$ cat src/rtl/mips_pkg.sv
// Shared MIPS definitions for the data-memory access path.
// Holds the load/store width encodings (identical to the decoder's) and the
// state encoding of the memory-access sequencer.
// No ports (package).
package mips_pkg;

  localparam logic [2:0] LOAD_LB  = 3'd0;
  localparam logic [2:0] LOAD_LBU = 3'd1;
  localparam logic [2:0] LOAD_LH  = 3'd2;
  localparam logic [2:0] LOAD_LHU = 3'd3;
  localparam logic [2:0] LOAD_LW  = 3'd4;

  localparam logic [1:0] STORE_SB = 2'd0;
  localparam logic [1:0] STORE_SH = 2'd1;
  localparam logic [1:0] STORE_SW = 2'd2;

  typedef enum logic [1:0] {
    IDLE = 2'd0,
    WAIT = 2'd1,
    DONE = 2'd2
  } mem_state_t;

endpackage

$ cat src/rtl/load_extend.sv
// Combinational load-data extraction.
// Picks the byte/half addressed by addr_lo_i out of the bus word and sign- or
// zero-extends it according to load_type_i. Codes 5..7 behave as LW.
// Ports:
//   rdata_i     [31:0] word read from the bus
//   addr_lo_i   [1:0]  byte offset of the access
//   load_type_i [2:0]  LB/LBU/LH/LHU/LW
//   result_o    [31:0] extended load result
module load_extend
  import mips_pkg::*;
(
  input  logic [31:0] rdata_i,
  input  logic [1:0]  addr_lo_i,
  input  logic [2:0]  load_type_i,
  output logic [31:0] result_o
);

  logic [7:0]  byte_sel;
  logic [15:0] half_sel;

  always_comb begin
    case (addr_lo_i)
      2'd0:    byte_sel = rdata_i[7:0];
      2'd1:    byte_sel = rdata_i[15:8];
      2'd2:    byte_sel = rdata_i[23:16];
      default: byte_sel = rdata_i[31:24];
    endcase
    // Half accesses only look at addr[1]; addr[0] is either checked upstream
    // or deliberately ignored.
    half_sel = addr_lo_i[1] ? rdata_i[31:16] : rdata_i[15:0];

    case (load_type_i)
      LOAD_LB:  result_o = {{24{byte_sel[7]}}, byte_sel};
      LOAD_LBU: result_o = {24'd0, byte_sel};
      LOAD_LH:  result_o = {{16{half_sel[15]}}, half_sel};
      LOAD_LHU: result_o = {16'd0, half_sel};
      default:  result_o = rdata_i;
    endcase
  end

endmodule

$ cat src/rtl/store_align.sv
// Combinational store alignment.
// Produces little-endian byte enables and lane-replicated write data so the
// slave can simply write the enabled lanes. Code 3 behaves as SW.
// Ports:
//   wdata_i      [31:0] store data (rt)
//   addr_lo_i    [1:0]  byte offset of the access
//   store_type_i [1:0]  SB/SH/SW
//   be_o         [3:0]  byte enables
//   wdata_o      [31:0] replicated store data
module store_align
  import mips_pkg::*;
(
  input  logic [31:0] wdata_i,
  input  logic [1:0]  addr_lo_i,
  input  logic [1:0]  store_type_i,
  output logic [3:0]  be_o,
  output logic [31:0] wdata_o
);

  always_comb begin
    case (store_type_i)
      STORE_SB: begin
        be_o    = 4'b0001 << addr_lo_i;
        wdata_o = {4{wdata_i[7:0]}};
      end
      STORE_SH: begin
        be_o    = addr_lo_i[1] ? 4'b1100 : 4'b0011;
        wdata_o = {2{wdata_i[15:0]}};
      end
      default: begin
        be_o    = 4'b1111;
        wdata_o = wdata_i;
      end
    endcase
  end

endmodule

$ cat src/rtl/mem_access_ctrl.sv
// MEM-stage load/store sequencer for a variable-latency req/ack data bus.
// Stalls the pipeline while an access is in flight, forms byte enables and
// replicated write data for stores, and extends load data.
// Optional feature: define MEM_ALIGN_CHECK_EN to complete misaligned half/word
// accesses immediately with misalign=1 and no bus request.
//
// Bus handshake: bus_req rises on entry to WAIT and stays high, with
// bus_we/bus_addr/bus_be/bus_wdata held constant, until the cycle in which
// bus_ack is sampled high (bus_rdata is valid in that same cycle). bus_ack is
// ignored outside WAIT. A request may be withdrawn without ack by reset or
// timeout.
//
// Ports:
//   clk, rst                 clock, synchronous active-high reset
//   mem_valid/read/write     MEM-stage request qualifiers (write wins)
//   load_type, store_type    access width encodings (mips_pkg)
//   addr, wdata              effective address and store data
//   stall                    freeze IF..MEM pipeline registers
//   done, load_data          completion pulse and extended load result
//   bus_err, misalign        completion status, valid with done
//   bus_req..bus_wdata       request side of the data bus
//   bus_ack, bus_rdata       response side of the data bus
//   dbg_state                current sequencer state (mem_state_t)
module mem_access_ctrl
  import mips_pkg::*;
#(
  parameter int TIMEOUT   = 64,
  parameter int TIMEOUT_W = 8
) (
  input  logic        clk,
  input  logic        rst,
  input  logic        mem_valid,
  input  logic        mem_read,
  input  logic        mem_write,
  input  logic [2:0]  load_type,
  input  logic [1:0]  store_type,
  input  logic [31:0] addr,
  input  logic [31:0] wdata,
  output logic        stall,
  output logic        done,
  output logic [31:0] load_data,
  output logic        bus_err,
  output logic        misalign,
  output logic        bus_req,
  output logic        bus_we,
  output logic [31:0] bus_addr,
  output logic [3:0]  bus_be,
  output logic [31:0] bus_wdata,
  input  logic        bus_ack,
  input  logic [31:0] bus_rdata,
  output logic [1:0]  dbg_state
);

  localparam logic [TIMEOUT_W-1:0] CNT_MAX  = TIMEOUT_W'(TIMEOUT);
  localparam logic [TIMEOUT_W-1:0] CNT_LAST = TIMEOUT_W'(TIMEOUT - 1);

  mem_state_t state_q, state_d;
  logic                 we_q, we_d;
  logic [31:0]          bus_addr_q, bus_addr_d;
  logic [1:0]           addr_lo_q, addr_lo_d;
  logic [2:0]           ltype_q, ltype_d;
  logic [3:0]           be_q, be_d;
  logic [31:0]          wdata_q, wdata_d;
  logic [31:0]          load_data_q, load_data_d;
  logic                 err_q, err_d;
  logic [TIMEOUT_W-1:0] cnt_q, cnt_d;

  logic        req_start;
  logic        misaligned;
  logic        timeout_hit;
  logic [3:0]  st_be;
  logic [31:0] st_wdata;
  logic [31:0] ld_ext;

  store_align u_store_align (
    .wdata_i      (wdata),
    .addr_lo_i    (addr[1:0]),
    .store_type_i (store_type),
    .be_o         (st_be),
    .wdata_o      (st_wdata)
  );

  // Uses the registered offset/type so the result matches the issued request.
  load_extend u_load_extend (
    .rdata_i     (bus_rdata),
    .addr_lo_i   (addr_lo_q),
    .load_type_i (ltype_q),
    .result_o    (ld_ext)
  );

  assign req_start = (state_q == IDLE) && mem_valid && (mem_read || mem_write);

  // cnt_q counts completed WAIT cycles, so the last allowed cycle is TIMEOUT-1.
  assign timeout_hit = (TIMEOUT != 0) && (cnt_q == CNT_LAST);

`ifdef MEM_ALIGN_CHECK_EN
  logic mis_q, mis_d;

  always_comb begin
    misaligned = 1'b0;
    if (mem_write) begin
      case (store_type)
        STORE_SB: misaligned = 1'b0;
        STORE_SH: misaligned = addr[0];
        default:  misaligned = |addr[1:0];
      endcase
    end else begin
      case (load_type)
        LOAD_LB, LOAD_LBU: misaligned = 1'b0;
        LOAD_LH, LOAD_LHU: misaligned = addr[0];
        default:           misaligned = |addr[1:0];
      endcase
    end
  end

  assign misalign = (state_q == DONE) && mis_q;
`else
  assign misaligned = 1'b0;
  assign misalign   = 1'b0;
`endif

  always_comb begin
    state_d     = state_q;
    we_d        = we_q;
    bus_addr_d  = bus_addr_q;
    addr_lo_d   = addr_lo_q;
    ltype_d     = ltype_q;
    be_d        = be_q;
    wdata_d     = wdata_q;
    load_data_d = load_data_q;
    err_d       = err_q;
    cnt_d       = cnt_q;
`ifdef MEM_ALIGN_CHECK_EN
    mis_d       = mis_q;
`endif

    case (state_q)
      IDLE: begin
        if (req_start) begin
          err_d = 1'b0;
`ifdef MEM_ALIGN_CHECK_EN
          mis_d = misaligned;
`endif
          if (misaligned) begin
            // Complete without touching the bus, so nothing is written.
            state_d     = DONE;
            load_data_d = 32'd0;
          end else begin
            state_d    = WAIT;
            we_d       = mem_write;
            bus_addr_d = {addr[31:2], 2'b00};
            addr_lo_d  = addr[1:0];
            ltype_d    = load_type;
            be_d       = mem_write ? st_be : 4'b1111;
            wdata_d    = st_wdata;
            cnt_d      = '0;
          end
        end
      end
      WAIT: begin
        if (bus_ack) begin
          state_d     = DONE;
          load_data_d = ld_ext;
        end else if (timeout_hit) begin
          state_d     = DONE;
          err_d       = 1'b1;
          load_data_d = 32'd0;
        end else if (cnt_q != CNT_MAX) begin
          cnt_d = cnt_q + 1'b1;
        end
      end
      default: begin
        state_d = IDLE;
      end
    endcase
  end

  always_ff @(posedge clk) begin
    if (rst) begin
      state_q     <= IDLE;
      we_q        <= 1'b0;
      bus_addr_q  <= 32'd0;
      addr_lo_q   <= 2'd0;
      ltype_q     <= 3'd0;
      be_q        <= 4'd0;
      wdata_q     <= 32'd0;
      load_data_q <= 32'd0;
      err_q       <= 1'b0;
      cnt_q       <= '0;
`ifdef MEM_ALIGN_CHECK_EN
      mis_q       <= 1'b0;
`endif
    end else begin
      state_q     <= state_d;
      we_q        <= we_d;
      bus_addr_q  <= bus_addr_d;
      addr_lo_q   <= addr_lo_d;
      ltype_q     <= ltype_d;
      be_q        <= be_d;
      wdata_q     <= wdata_d;
      load_data_q <= load_data_d;
      err_q       <= err_d;
      cnt_q       <= cnt_d;
`ifdef MEM_ALIGN_CHECK_EN
      mis_q       <= mis_d;
`endif
    end
  end

  assign stall     = req_start || (state_q == WAIT);
  assign done      = (state_q == DONE);
  assign bus_err   = (state_q == DONE) && err_q;
  assign bus_req   = (state_q == WAIT);
  assign bus_we    = we_q;
  assign bus_addr  = bus_addr_q;
  assign bus_be    = be_q;
  assign bus_wdata = wdata_q;
  assign load_data = load_data_q;
  assign dbg_state = state_q;

endmodule
$ cat config.mk
export PLATFORM = sky130hd
export DESIGN_NAME = mem_access_ctrl
export DESIGN_NICKNAME = d
export VERILOG_FILES = /design/src/rtl/mips_pkg.sv /design/src/rtl/load_extend.sv /design/src/rtl/store_align.sv /design/src/rtl/mem_access_ctrl.sv
export SDC_FILE = /design/constraint.sdc
export NUM_CORES = 1
export LEC_CHECK = 0
export ABC_CLOCK_PERIOD_IN_PS = 2000
export CORE_ASPECT_RATIO = 1.25
export CORE_MARGIN = 1
export CORE_UTILIZATION = 43
export DETAILED_ROUTE_END_ITERATION = 7
export HOLD_SLACK_MARGIN = 0.03
export PLACE_DENSITY = 0.78
export SLEW_MARGIN = 20
export SYNTH_ARGS = -nofsm -noshare
export SYNTH_HDL_FRONTEND = slang
export SYNTH_SLANG_ARGS = --single-unit
$ cat constraint.sdc
create_clock -name clk -period 2 [get_ports clk]
set_input_delay 0.2 -clock clk [delete_from_list [all_inputs] [get_ports clk]]
set_output_delay 0.2 -clock clk [all_outputs]
set_load 0.01 [all_outputs]
Word-level counts from Yosys, hierarchy flattened
Index checks and enable logic that the tools add are counted.
- add/subtract/negate cells: 1
- eq/ne operators: 16
- shift-type cells: 1
- multiplexer cells: 22
- reduce and logical (&&, ||, !) cells: 16
- operators by type and width (kind ; number):
    case mux 32 bit (4 select lines) ; 1
    two-way mux 32 bit ; 2
    case mux 32 bit (2 select lines) ; 1
    two-way mux 8 bit ; 4
    case mux 8 bit (3 select lines) ; 1
    two-way mux 16 bit ; 1
    case mux 8 bit (2 select lines) ; 1
    adder 8 x 1 -> 8 bit (second input constant) ; 1
    == test 8 x 6 -> 1 bit (second input constant) ; 1
    two-way mux 4 bit ; 2
    != test 8 x 7 -> 1 bit (second input constant) ; 1
    case mux 4 bit (2 select lines) ; 1
    == test 2 x 1 -> 1 bit (second input constant) ; 3
    == test 3 x 2 -> 1 bit (second input constant) ; 2
    logical NOT 2 bit ; 3
    two-way mux 2 bit ; 3
    != test 2 bit (second input constant) ; 3
    AND reduction 2 bit ; 3
    AND reduction 5 bit ; 1
    == test 2 bit (second input constant) ; 2
    != test 2 x 1 -> 1 bit (second input constant) ; 2
    case mux 2 bit (2 select lines) ; 1
    AND reduction 4 bit ; 1
    nonzero test 2 bit ; 2
    other kinds (8) ; 13
- flip-flop bits (word level): 115
- bits of input ports: 107
- output and inout port bits: 108
- logic and storage cells: 66

Depth between registers and ports, before layout
- word-level depth: 5
- mapped depth: 8

Modules after synthesis
A second synthesis with hierarchy kept.
- cell total of the unflattened synthesis: 734
- area total of the unflattened synthesis: 5894.4 sq um
- by module, submodules not included (module ; times used ; cells each ; area each (sq um)):
    mem_access_ctrl ; 1 ; 542 ; 4330.4
    load_extend ; 1 ; 132 ; 1039.7
    store_align ; 1 ; 60 ; 524.3

Worst setup path after synthesis
Ideal clock, no wire load.
- path kind: register to register
- from: reg cnt_q[0]
- to: reg load_data_q[18], in the netlist load_data[18]
- setup time: 0.117 ns
- arrival: 1.611 ns
- path slack: 0.273 ns
- stages on the path, launching flop included: 9
- buffers on the path: 2
- clock period less this slack: 1.727 ns
- cell sequence: dfxtp_1 ha_1 nand2_1 nor4_4 o21ai_2 nor2b_4 buf_6 buf_6 a22o_1
- word-level cells in the longest chain between the ends: 3
- RTL lines (item ; line ; RTL):
    start, declared ; mem_access_ctrl.sv:66 ; logic [TIMEOUT_W-1:0] cnt_q, cnt_d;
    start signal, assigned ; mem_access_ctrl.sv:203 ; cnt_q <= cnt_d;
    == test 8 x 6 -> 1 bit ; mem_access_ctrl.sv:94 ; assign timeout_hit = (TIMEOUT != 0) && (cnt_q == CNT_LAST);
    nonzero test 2 bit (no line) ; n/a ;
    AND reduction 2 bit (no line) ; n/a ;
    end signal, assigned ; mem_access_ctrl.sv:201 ; load_data_q <= load_data_d;
    end, declared ; mem_access_ctrl.sv:64 ; logic [31:0] load_data_q, load_data_d;
No other way between the ends.
A chain may end at the register's enable or synchronous reset.

Worst setup path after layout
- from: reg state_q[1], in the netlist dbg_state[1]
- to: out bus_err
- word-level cells in the longest chain between the ends: 2
- RTL lines (item ; line ; RTL):
    start, declared ; mem_access_ctrl.sv:57 ; mem_state_t state_q, state_d;
    start signal, assigned ; mem_access_ctrl.sv:194 ; state_q <= state_d;
    == test 2 bit ; mem_access_ctrl.sv:212 ; assign bus_err = (state_q == DONE) && err_q;
    logical AND 1 bit ; mem_access_ctrl.sv:212 ;
    end, declared ; mem_access_ctrl.sv:42 ; output logic bus_err,
No other way between the ends.

==> metrics <==
Skew-Pair Late Insertion Delay=0.41 ns; TritonCTS Buffers=17; Die Height=124 um; Mapped Cells=605; number of port buffers=211; Warnings, synthesis=0; TritonRoute pass-1 iters=4; post-route minimum period=1.89 ns; Final #Nets=923; share of layout cells above drive strength 1=0.0919; CTS sink cnt=115; antenna cells=0; PD cells=837 nW/um2; RSZ-0062 raised after global routing=no; Top delay family on crit path=buffers and inverters; Synth Register Bits=115; cts repair resizes=0; vias in the first global route=5,005; deepest clock path buffer count=2; Die Area=12,300 um2; CP Launch Type=register; io pins=215; worst path required time=1.80 ns; post-CTS setup buffers=0; synthesized area=5110 um2; Final HPWL DP=11,200 um; Hold WS=0.183 ns; die width=99.5 um; H-Tree Level Count=4; Hold Vio Cnt, Final=0; Seq pwr share=0.372; grt met2 use=0.444; commonest non-fill, non-tap cells in the layout=210 x clkdlybuf4s50_1, 141 x nand2_1, 114 x dfxtp_1; Hold WC Path Type=input port to register; routed len/inst=15.4 um; Syn Area/Cell=8.45 um2; Max FO, Critical Path=5; Total Neg Setup Slack=0 ns; worst path bufs/invs=2; Routed WL=15,300 um; outcome=finished, final reports clean; async set-reset flop share out of synthesis=0; P_leak=2.90 nW; worst slew pin tran=0.606 ns; row cnt=44; VDD IR-drop max=0.518 mV; post-synth cell types=53; core area=11,600 um2; slowest CP cell=clkdlybuf4s50_1; Post-synth top flop=dfxtp_1; top cells by area, synth=dfxtp_1 45%, nand2_1 10%, a21oi_1 7.2%; initial antenna violation count=0; sw power=1.67 mW; Logic pwr share=0.167; clock power share=0.461; Int Pwr=5.06 mW; crit-path cells=buf_4, nor2b_2, and2_1, clkdlybuf4s50_1; TritonCTS clock tree=done; routed vias/inst=5.25; initial drt markers=149; antenna viol nets, final=0; M3 GR Usage=0.0932; Post-route DRC=0; largest area contributor in the netlist=dfxtp_1; maxcap violations=0; grt met1 use=0.251; Slew Limit Fails=0; RD Place Congestion=0.839; Slew headroom=0.595; Crit Path Class=register to output port; grt ovf=0; Setup Skew=0.0128 ns; Clock transition at path regs=0.05 ns; Worst path max stage delay=0.54 ns; number of synthesized flops with an enable pin=0; All-Layer GR Usage=0.246; Most Crowded Layer GR=met2; pin count of the biggest net entering global routing=66; Hold-fix buffers, CTS=0; Arr. time, crit path=1.69 ns; Synth top area share=0.450; switching part of the total=0.248; Seq/Total Area, Yosys=0.450; critical path capture point type=output port; Final setup viols=0; most common cell after layout, fill and taps aside=clkdlybuf4s50_1; root buffer cell=clkbuf_16; Tcrit/Tclk final=0.946; Initial Util=0.440; routed via count=5,189; global-route wire length before repair=23,800 um; Layout area overhead=57.3%; fmax=529 MHz
-- metrics by stage --
step	setup slack [ns]	cells	total power, mW	util	area [um2]
6_report	0.108	988	6.73	0.692	8040
5_1_grt	0.0136	988	6.99	0.692	8040
4_1_cts	0.0543	988	6.77	0.692	8040
3_5_place_dp	-0.00310	956	3.67	0.639	7420
2_1_floorplan	0.273	607	3.05	-	5120
3_3_place_gp	0.0712	956	3.65	0.639	7420
-- registers in the layout, indices dropped and copies added (netlist names), 2 cells and up --
name	cells
bus_addr	30
load_data	32
addr_lo_q	2
ltype_q	3
bus_wdata	32
bus_be	4
dbg_state	2
cnt_q	8
-- Yosys cell counts (all sizes together) (3+ instances only) --
library cell / count
nand2: 141
dfxtp: 115
a21oi: 75
nor2: 32
clkbuf: 30
o21ai: 28
nand2b: 27
mux2i: 23
a22o: 18
buf: 18
a211oi: 11
or3: 11
a311oi: 8
inv: 8
nor2b: 7
a32o: 6
o2111ai: 6
o221ai: 4
a22oi: 3
and2: 3
nor3: 3
o22ai: 3
-- power by group through the flow --
| stage | sequential [mW] | clock [mW] | combinational (mW) |
|---|---|---|---|
| 3_3_place_gp | 2.54 | 0 | 1.10 |
| 3_5_place_dp | 2.55 | 0 | 1.12 |
| 4_1_cts | 2.50 | 3.14 | 1.13 |
| 6_report | 2.50 | 3.10 | 1.13 |
| 2_1_floorplan | 2.60 | 0 | 0.458 |
| 5_1_grt | 2.52 | 3.26 | 1.21 |
-- worst paths after layout --
path         slack, ns    startpoint            end  cells after the start
max reg2reg       0.15  addr_lo_q[1]  load_data[11]                      4
min reg2reg       0.45  load_data[6]   load_data[6]                      2
min               0.18           rst          err_q                      2
max               0.11  dbg_state[1]        bus_err                      4
-- kinds of logic (layout without fill, tap and decap cells) --
kind of cell / after synthesis / after routing / synth area share
AND/OR/NAND/NOR: 233 / 233 / 0.210
AO/OA/AOI/OAI: 171 / 171 / 0.225
flip-flops: 115 / 115 / 0.450
buffers and inverters: 56 / 276 / 0.0534
multiplexers: 26 / 26 / 0.0538
adder cells (fa/ha/maj): 2 / 2 / 0.00489
other: 1 / 3 / 0.000734
XOR/XNOR: 1 / 1 / 0.00171
-- final cells by class --
class	count	area [um2]
fillers	924	3570
multi-input cells	436	2550
repair buffers	236	2340
flip-flops and latches	115	2300
clock buffers	21	460
well taps	161	201
clock inverters	11	153
inverters	8	30.0
-- metal layers --
metal	part of all wire	routed length (um)
met1	0.38	5740
met3	0.081	1240
met4	0.026	391
met2	0.52	7890
met5	0	0
No activity file was read; power rests on OpenSTA's default activity.
==> RTL change: new RTL, same settings <==
The parameter `TIMEOUT_W` goes from 8 to 10.
--- a/src/rtl/mem_access_ctrl.sv
+++ b/src/rtl/mem_access_ctrl.sv
@@ -26,5 +26,5 @@
 #(
   parameter int TIMEOUT   = 64,
-  parameter int TIMEOUT_W = 8
+  parameter int TIMEOUT_W = 10
 ) (
   input  logic        clk,
Behaviour: same outputs for any inputs over 4 cycles, from zero or initial values and one cycle with rst high; that may be too few to reach the edited logic, so the function may still have changed.
==> RTL change against the original RTL <==
- sequential share of layout area is 0.27 points higher
- worst setup slack got worse by 7.8 ps
- area after synthesis is the same
- non-clock buffer count up 4
- routed wire length grew 8.8%
- die area unchanged
- total power rose by 2.7%
- sequential cell count up 2
- first-iteration DRC count rose by 39%
- cell area increased by 0.82%
- sequential power is 2% higher
- critical path depth is the same
- fmax shrank 0.41%
==> RTL change: results (changes against the original RTL) <==
metric	value	unit	change
Leakage	0.00296	uW	+2.1%
Hold WC Path Type	primary input to register		
vias per inst	5.33		+1.6%
met3 Usage GRT	9.20	%	-0.11 points
wire length on met2	8530	um	+8.1%
M2 GR Usage	49.8	%	+5.4 points
largest net degree at the start of global routing	75		+14%
met1 Use GR	29.4	%	+4.2 points
average size of a mapped cell	8.13	um^2	-3.8%
Power per Cell Area	853	nW/um^2	+1.9%
final net count	949		+2.8%
Sw Pwr	1750	uW	+4.8%
1st-pass router iterations	6		+2
Final GP Congestion	0.913		+8.9%
hpwl dp	12300	um	+9.9%
DRT iter0 DRCs	207		+39%
Rel. slew slack	57.2	%	-2.3 points
CTS resizes	1		+1
Worst Setup SP	dbg_state[0]$_SDFFE_PP0P_		
Post-DP Area	7470	um^2	+0.61%
initial antenna violation count	0		unchanged
DR WL met3	1390	um	+12%
Post-synth top cells	140 x nand2_1, 117 x dfxtp_1, 74 x a21oi_1		
Worst VDD drop	565	uV	+9.1%
routed length per instance	16.4	um	+6.0%
CP delay by family, top	buffers and inverters		
R2R Path End	load_data[14]$_SDFFE_PP0P_		
vias in the first global route	5401		+7.9%
fillers	905		-2.1%
M1 WL	6240	um	+8.7%
top area cells in the synthesized netlist	dfxtp_1 46%, nand2_1 10%, a21oi_1 7.2%		
Setup Skew	10.4	ps	-2.45 ps
status	finished, final reports clean		
Tcrit/Tclk final	95.0	%	+0.39 points
pre-CTS setup slack	27.0	ps	+30.1 ps
first-pass GRT wire length	26400	um	+11%
Synth cell types	48		-9.4%
drt total wl	16600	um	+8.8%
ratio of cells with drive above 1 in the final layout	8.56	%	-0.63 points
Worst R2R Setup Slack	200	ps	+50 ps
r2r startpoint	ltype_q[2]$_SDFFE_PP0P_		
GRT Overall Usage	27.6	%	+3.0 points
RTL change: cell types whose count changed after synthesis, sizes merged, moves of 5 or more:
cell / unedited run / this run
a211oi: 11 / 17
a32o: 6 / 0
clkbuf: 30 / 36
mux2i: 23 / 18
nand3: 2 / 7
nand4: 0 / 6
o2111ai: 6 / 1
o21a: 1 / 6
o21ai: 28 / 42
or3: 11 / 6
RTL change: kinds of logic (layout without fill, tap and decap cells):
family | count (synthesis) | after routing | share of synthesized area [%]
xor gates and xnor gates | 1 | 1 | 0.171
AOI/OAI and AO/OA | 183 | 183 | 22.4
other | 1 | 3 | 0.0734
buffers and inverters | 56 | 278 | 4.75
adders and majority gates | 2 | 2 | 0.489
and+or+nand+nor | 249 | 249 | 22.1
muxes | 20 | 20 | 4.18
DFF | 117 | 117 | 45.8
RTL change: worst min path at each step:
stage	startpoint	to	slack, ps	cells after the start
6_report	rst	dbg_state[0]$_SDFFE_PP0P_	230	2
5_1_grt	rst	dbg_state[0]$_SDFFE_PP0P_	240	2
4_1_cts	rst	dbg_state[1]$_SDFFE_PP0P_	220	2
3_5_place_dp	load_data[15]$_SDFFE_PP0P_	load_data[15]$_SDFFE_PP0P_	450	1
3_3_place_gp	bus_addr[13]$_SDFFE_PP0P_	bus_addr[13]$_SDFFE_PP0P_	440	2
2_1_floorplan	load_type[0]	ltype_q[0]$_SDFFE_PP0P_	340	2
RTL change: area by class of cell:
cell class	instances	area, um^2	share of cell area (%)
Clock buffer	17	425	5.25
Inverter	6	22.5	0.278
Sequential cell	117	2340	28.9
Tap cell	161	201	2.48
Multi-Input combinational cell	458	2540	31.4
Clock inverter	15	205	2.53
Timing Repair Buffer	240	2360	29.2
